## src/rtl/ntt_seq.sv

```systemverilog
// ntt_seq: sequential N-point number-theoretic transform, X[k] = sum_j x[j]*w^(j*k) mod q.
// Samples are loaded into a buffer, and one modular MAC walks the N*N terms row by row.
// Results then stream out in natural order. q and w are captured with the first sample.
module ntt_seq #(
  parameter int N    = 16,
  parameter int W    = 8,
  parameter int LOGN = $clog2(N)
) (
  input  logic            clk,
  input  logic            rst,
  input  logic            in_valid,
  output logic            in_ready,
  input  logic [W-1:0]    in_data,
  input  logic [W-1:0]    q,
  input  logic [W-1:0]    w,
  output logic            out_valid,
  input  logic            out_ready,
  output logic [W-1:0]    out_data,
  output logic [LOGN-1:0] out_idx,
  output logic            busy
);

  typedef enum logic [1:0] {
    S_LOAD,
    S_COMPUTE,
    S_OUTPUT
  } state_e;

  localparam logic [LOGN-1:0] LAST = LOGN'(N - 1);

  // Reduce a double-width value mod m. A modulus below 2 yields 0 so every result is defined.
  function automatic logic [W-1:0] mod_reduce(input logic [2*W-1:0] a, input logic [W-1:0] m);
    logic [2*W-1:0] r;
    if (m < W'(2)) r = '0;
    else           r = a % {{W{1'b0}}, m};
    return r[W-1:0];
  endfunction

  // Add two residues of m: the W+1 bit sum needs at most one subtraction.
  function automatic logic [W-1:0] add_mod(input logic [W-1:0] a, input logic [W-1:0] b,
                                           input logic [W-1:0] m);
    logic [W:0] s;
    s = {1'b0, a} + {1'b0, b};
    if (m < W'(2))           s = '0;
    else if (s >= {1'b0, m}) s = s - {1'b0, m};
    return s[W-1:0];
  endfunction

  state_e          state_q;
  logic            in_ready_q;
  logic            out_valid_q;
  logic [W-1:0]    out_data_q;
  logic            busy_q;
  logic [LOGN-1:0] cnt_q;
  logic [LOGN-1:0] k_q;
  logic [LOGN-1:0] j_q;
  logic [W-1:0]    acc_q;
  logic [W-1:0]    pw_q;
  logic [W-1:0]    wk_q;
  logic [W-1:0]    modulus_q;
  logic [W-1:0]    root_q;

  logic [W-1:0]    x_mem   [N];
  logic [W-1:0]    res_mem [N];

  logic            in_fire;
  logic [LOGN-1:0] k_next;
  logic [2*W-1:0]  prod_x;
  logic [W-1:0]    term;
  logic [W-1:0]    acc_d;
  logic [W-1:0]    pw_d;
  logic [W-1:0]    wk_d;
  logic [W-1:0]    one_mod;

  assign in_fire   = in_valid && in_ready_q;
  assign k_next    = k_q + LOGN'(1);

  assign in_ready  = in_ready_q;
  assign out_valid = out_valid_q;
  assign out_data  = out_data_q;
  assign out_idx   = k_q;
  assign busy      = busy_q;

  // One MAC step: x[0] (w^0 = 1) seeds each row, later columns add x[j]*w^(jk).
  always_comb begin
    // NOTE: every signal driven here gets a value on every path, so no latch is inferred.
    prod_x  = '0;
    term    = '0;
    acc_d   = acc_q;
    pw_d    = pw_q;
    wk_d    = wk_q;
    one_mod = mod_reduce({{(2*W-1){1'b0}}, 1'b1}, modulus_q);
    prod_x  = {{W{1'b0}}, x_mem[j_q]} * {{W{1'b0}}, pw_q};
    term    = mod_reduce(prod_x, modulus_q);
    if (j_q == '0) begin
      acc_d = mod_reduce({{W{1'b0}}, x_mem[0]}, modulus_q);
      pw_d  = wk_q;
    end else begin
      acc_d = add_mod(acc_q, term, modulus_q);
      pw_d  = mod_reduce({{W{1'b0}}, pw_q} * {{W{1'b0}}, wk_q}, modulus_q);
    end
    wk_d = mod_reduce({{W{1'b0}}, wk_q} * {{W{1'b0}}, root_q}, modulus_q);
  end

  // Sample buffer and result buffer writes.
  always_ff @(posedge clk) begin
    // NOTE: the buffers carry no reset; control state guarantees stale contents are never output.
    if (in_fire && state_q == S_LOAD)
      x_mem[cnt_q] <= in_data;
    if (state_q == S_COMPUTE && j_q == LAST)
      res_mem[k_q] <= acc_d;
  end

  // Control FSM with registered handshake outputs and the MAC datapath registers.
  always_ff @(posedge clk) begin
    // NOTE: sequential state uses non-blocking assignments so all registers update together.
    if (rst) begin
      state_q     <= S_LOAD;
      in_ready_q  <= 1'b1;
      out_valid_q <= 1'b0;
      out_data_q  <= '0;
      busy_q      <= 1'b0;
      cnt_q       <= '0;
      k_q         <= '0;
      j_q         <= '0;
      acc_q       <= '0;
      pw_q        <= '0;
      wk_q        <= '0;
      modulus_q   <= '0;
      root_q      <= '0;
    end else begin
      case (state_q)
        S_LOAD: begin
          if (in_fire) begin
            if (cnt_q == '0) begin
              modulus_q <= q;
              root_q    <= w;
            end
            if (cnt_q == LAST) begin
              cnt_q      <= '0;
              k_q        <= '0;
              j_q        <= '0;
              wk_q       <= one_mod;
              in_ready_q <= 1'b0;
              busy_q     <= 1'b1;
              state_q    <= S_COMPUTE;
            end else begin
              cnt_q <= cnt_q + LOGN'(1);
            end
          end
        end
        S_COMPUTE: begin
          acc_q <= acc_d;
          pw_q  <= pw_d;
          if (j_q == LAST) begin
            j_q  <= '0;
            wk_q <= wk_d;
            if (k_q == LAST) begin
              k_q         <= '0;
              out_valid_q <= 1'b1;
              out_data_q  <= res_mem[0];
              state_q     <= S_OUTPUT;
            end else begin
              k_q <= k_next;
            end
          end else begin
            j_q <= j_q + LOGN'(1);
          end
        end
        S_OUTPUT: begin
          if (out_ready) begin
            if (k_q == LAST) begin
              k_q         <= '0;
              out_valid_q <= 1'b0;
              in_ready_q  <= 1'b1;
              busy_q      <= 1'b0;
              state_q     <= S_LOAD;
            end else begin
              k_q        <= k_next;
              out_data_q <= res_mem[k_next];
            end
          end
        end
        default: begin
          state_q     <= S_LOAD;
          in_ready_q  <= 1'b1;
          out_valid_q <= 1'b0;
          busy_q      <= 1'b0;
        end
      endcase
    end
  end

endmodule

```

## config.mk

```make
export PLATFORM = sky130hd
export DESIGN_NAME = ntt_seq
export DESIGN_NICKNAME = d
export VERILOG_FILES = /design/src/rtl/ntt_seq.sv
export SDC_FILE = /design/constraint.sdc
export NUM_CORES = 2
export LEC_CHECK = 0
export ABC_AREA = 1
export CAP_MARGIN = 20
export CORE_MARGIN = 1
export CORE_UTILIZATION = 36
export CTS_BUF_LIST = sky130_fd_sc_hd__clkbuf_2 sky130_fd_sc_hd__clkbuf_4 sky130_fd_sc_hd__clkbuf_8
export CTS_CLUSTER_SIZE = 28
export DETAILED_ROUTE_END_ITERATION = 10
export DONT_BUFFER_PORTS = 1
export PLACE_DENSITY_LB_ADDON = 0.3
export SYNTH_ARGS = -nofsm -noshare
export SYNTH_HDL_FRONTEND = slang
export SYNTH_SLANG_ARGS = --single-unit
```

## constraint.sdc

```tcl
create_clock -name clk -period 62.2 [get_ports clk]
set_clock_uncertainty 0.15 [all_clocks]
set_input_delay 12.44 -clock clk [delete_from_list [all_inputs] [get_ports clk]]
set_output_delay 12.44 -clock clk [all_outputs]
set_load 0.005 [all_outputs]
```

==> results.tsv <==
metric	value	unit
Post-route DRC	1	
max cap viols	0	
Clock Tree Buf Depth	3	
Fmax	24.2	MHz
Worst Hold Class	flip-flop to flip-flop	
area of the multi-input gates	32600	µm²
Port Buffers	0	
root buffer selected by CTS	clkbuf_8	
Final Hold Viols	0	
CP Class	flip-flop to flip-flop	
WP data arrival	41.62	ns
Max stage delay on crit path	0.58	ns
HP Start	out_data[1]	
post-synthesis sequential area ratio	0.197	
clk slew on worst S/H paths	0.06	ns
largest net degree at the start of global routing	66	
most frequent cells in the layout	1449 x nand2_1, 953 x inv_1, 630 x ha_1	
setup TNS	0	ns
commonest non-fill, non-tap cell in the layout	nand2_1	
type of origin of the critical path	flip-flop	
RSZ-0062 raised after global routing	no	
Relative slew margins	0.235	
ys flop type	edfxtp_1	
drt initial violations	2510	
Initial Utilization	0.364	
initial antenna violation count	5	
vias in the first global route	38800	
drt total wl	120000	µm
storage element area	9070	µm²
drt pass-1 iters	9	
TritonCTS Sinks	325	
Vias	41000	
Warnings, synthesis	0	
Die Y	359	µm
first-pass GRT wire length	197000	µm
CP Max Fanout	65	
# rows	130	
core area	126000	µm²
Post-CTS Resized	0	
minimum clock period	41.32	ns
flop2flop setup slack	20.88	ns
Mapped Area	46000	µm²
Routed WL per cell	14.7	µm
Slowest-stage cell, CP	clkinv_1	
final antenna-violating net count	0	
Avg Vias per Cell	5.02	
setup repair bufs after CTS	0	
fill count	13200	
All-Layer GR Usage	0.183	
hold_buf cts	0	
area growth from synthesis to layout	6.66	%
GPL Wtd Cong	0.884	
Post-synth EDFFs	256	
status	complete, but fails checks	
CTS tree	built	
H-tree depth	2	
Avg Inst Size Synth	7.05	µm²
fraction of final layout cells sized beyond drive strength 1	0.0595	
period utilization	0.664	
IO Count	43	
Final setup viols	0	
DP HPWL	92500	µm
library cells used by synthesis	60	
Seq cells post-synth	325	
Worst-Margin Slew	1.14	ns
Skew-Pair Late Insertion Delay	0.70	ns
violated checks	design-rule violations	
die area	129000	µm²
nets	7244	
Worst EP required	62.49	ns
die width	359	µm
ys async rst share	0	
Post-Syn Instances	6520	
CP most frequent cell	nand2_1	
pins over their slew limit	0	
CP endpoint kind	flip-flop	
CTS buffer count	55	
GR Overflow Total	0	
## layer usage
layer	wire length [µm]	GRT usage	up-vias
li1	-	-	21400
met1	58500	0.254	18700
met2	53800	0.303	707
met3	5180	0.0186	132
met4	2300	0.0400	4
met5	14	0	-
## worst max-delay path: cells and delay by family (launching register included)
| kind | cells | cell delay, ns |
|---|---|---|
| AND/OR/NAND/NOR | 84 | 9.73 |
| buffers and inverters | 42 | 5.71 |
| XOR/XNOR | 1 | 0.26 |
| adder cells (fa/ha/maj) | 24 | 8.42 |
| flip-flops | 1 | 0.31 |
| AO/OA/AOI/OAI | 90 | 16.46 |
## sequential cells by signal (all words and copies together), names as in the netlist, named ones only
name,cells
acc_q,8
busy,1
cnt_q,4
in_ready,1
j_q,4
modulus_q,8
out_data,8
out_idx,4
out_valid,1
pw_q,8
res_mem,128
root_q,8
state_q,2
wk_q,8
x_mem,128
## path summary, 6_finish.rpt
kind,cells after the start,end
max reg2reg,241,res_mem[5][3]
max,241,res_mem[5][3]
min reg2reg,2,out_data[1]
min,2,out_data[1]
## cell type report
type,instances,area share
diodes,1,0.0000510
multi-input cells,5051,0.664
well taps,1650,0.0421
flip-flops and latches,325,0.185
clock inverters,20,0.00490
inverters,997,0.0766
repair buffers,42,0.00691
clock buffers,82,0.0201
## cells in the mapped netlist (11+ instances only)
cell,instances,area [µm²]
o21ai_2,15,131
nor2_1,563,2110
ha_1,630,7880
o21bai_1,72,541
a21o_1,127,953
a211oi_1,12,90.1
nor3_1,40,200
a31oi_1,15,93.8
inv_1,961,3610
inv_2,24,90.1
nand2_1,1449,5440
dfxtp_1,69,1380
and2_1,13,81.3
clkinv_1,11,41.3
nor2_2,13,81.3
o21a_1,12,90.1
buf_2,16,80.1
nor2_4,21,236
nand4_1,52,325
xnor2_1,184,1610
edfxtp_1,256,7690
nand2_2,58,363
o221ai_1,37,324
xor2_1,196,1720
o21ai_0,446,2230
nand3_2,29,290
o211ai_1,39,293
fa_1,114,2280
a21oi_1,272,1360
nand3_1,394,1970
or2_2,45,282
o21ai_1,51,255
mux2i_1,17,170
nand3b_1,25,188
o22ai_1,12,75.1
clkbuf_1,123,462
o31ai_1,19,143
o32ai_1,15,131
## cells by family (layout without fill, tap and decap cells)
family	Yosys count	count (layout)	share of synthesized area
simple gates	2742	2742	0.262
compound gates	1160	1160	0.149
buf+inv	1151	1141	0.0951
fa+ha+maj	744	744	0.221
xor+xnor	380	380	0.0724
flops	325	325	0.197
mux	17	17	0.00370
other cells	1	9	0.0000815
## stage by stage
stage / utilization / hold slack (ns) / setup slack (ns) / area, µm² / instances
after detailed placement: 0.379 / 0.343 / 21.43 / 47800 / 8065
after global routing: 0.389 / 0.367 / 15.82 / 49100 / 8168
final: 0.389 / 0.343 / 20.88 / 49100 / 8168
after global placement: 0.379 / 0.332 / 22.51 / 47800 / 8062
after CTS: 0.389 / 0.352 / 21.33 / 49100 / 8167
after floorplan: - / 0.302 / 26.55 / 46000 / 6527
Power is not shown: default switching activity piles up to over one toggle a cycle in this logic, so the estimate is an artifact.
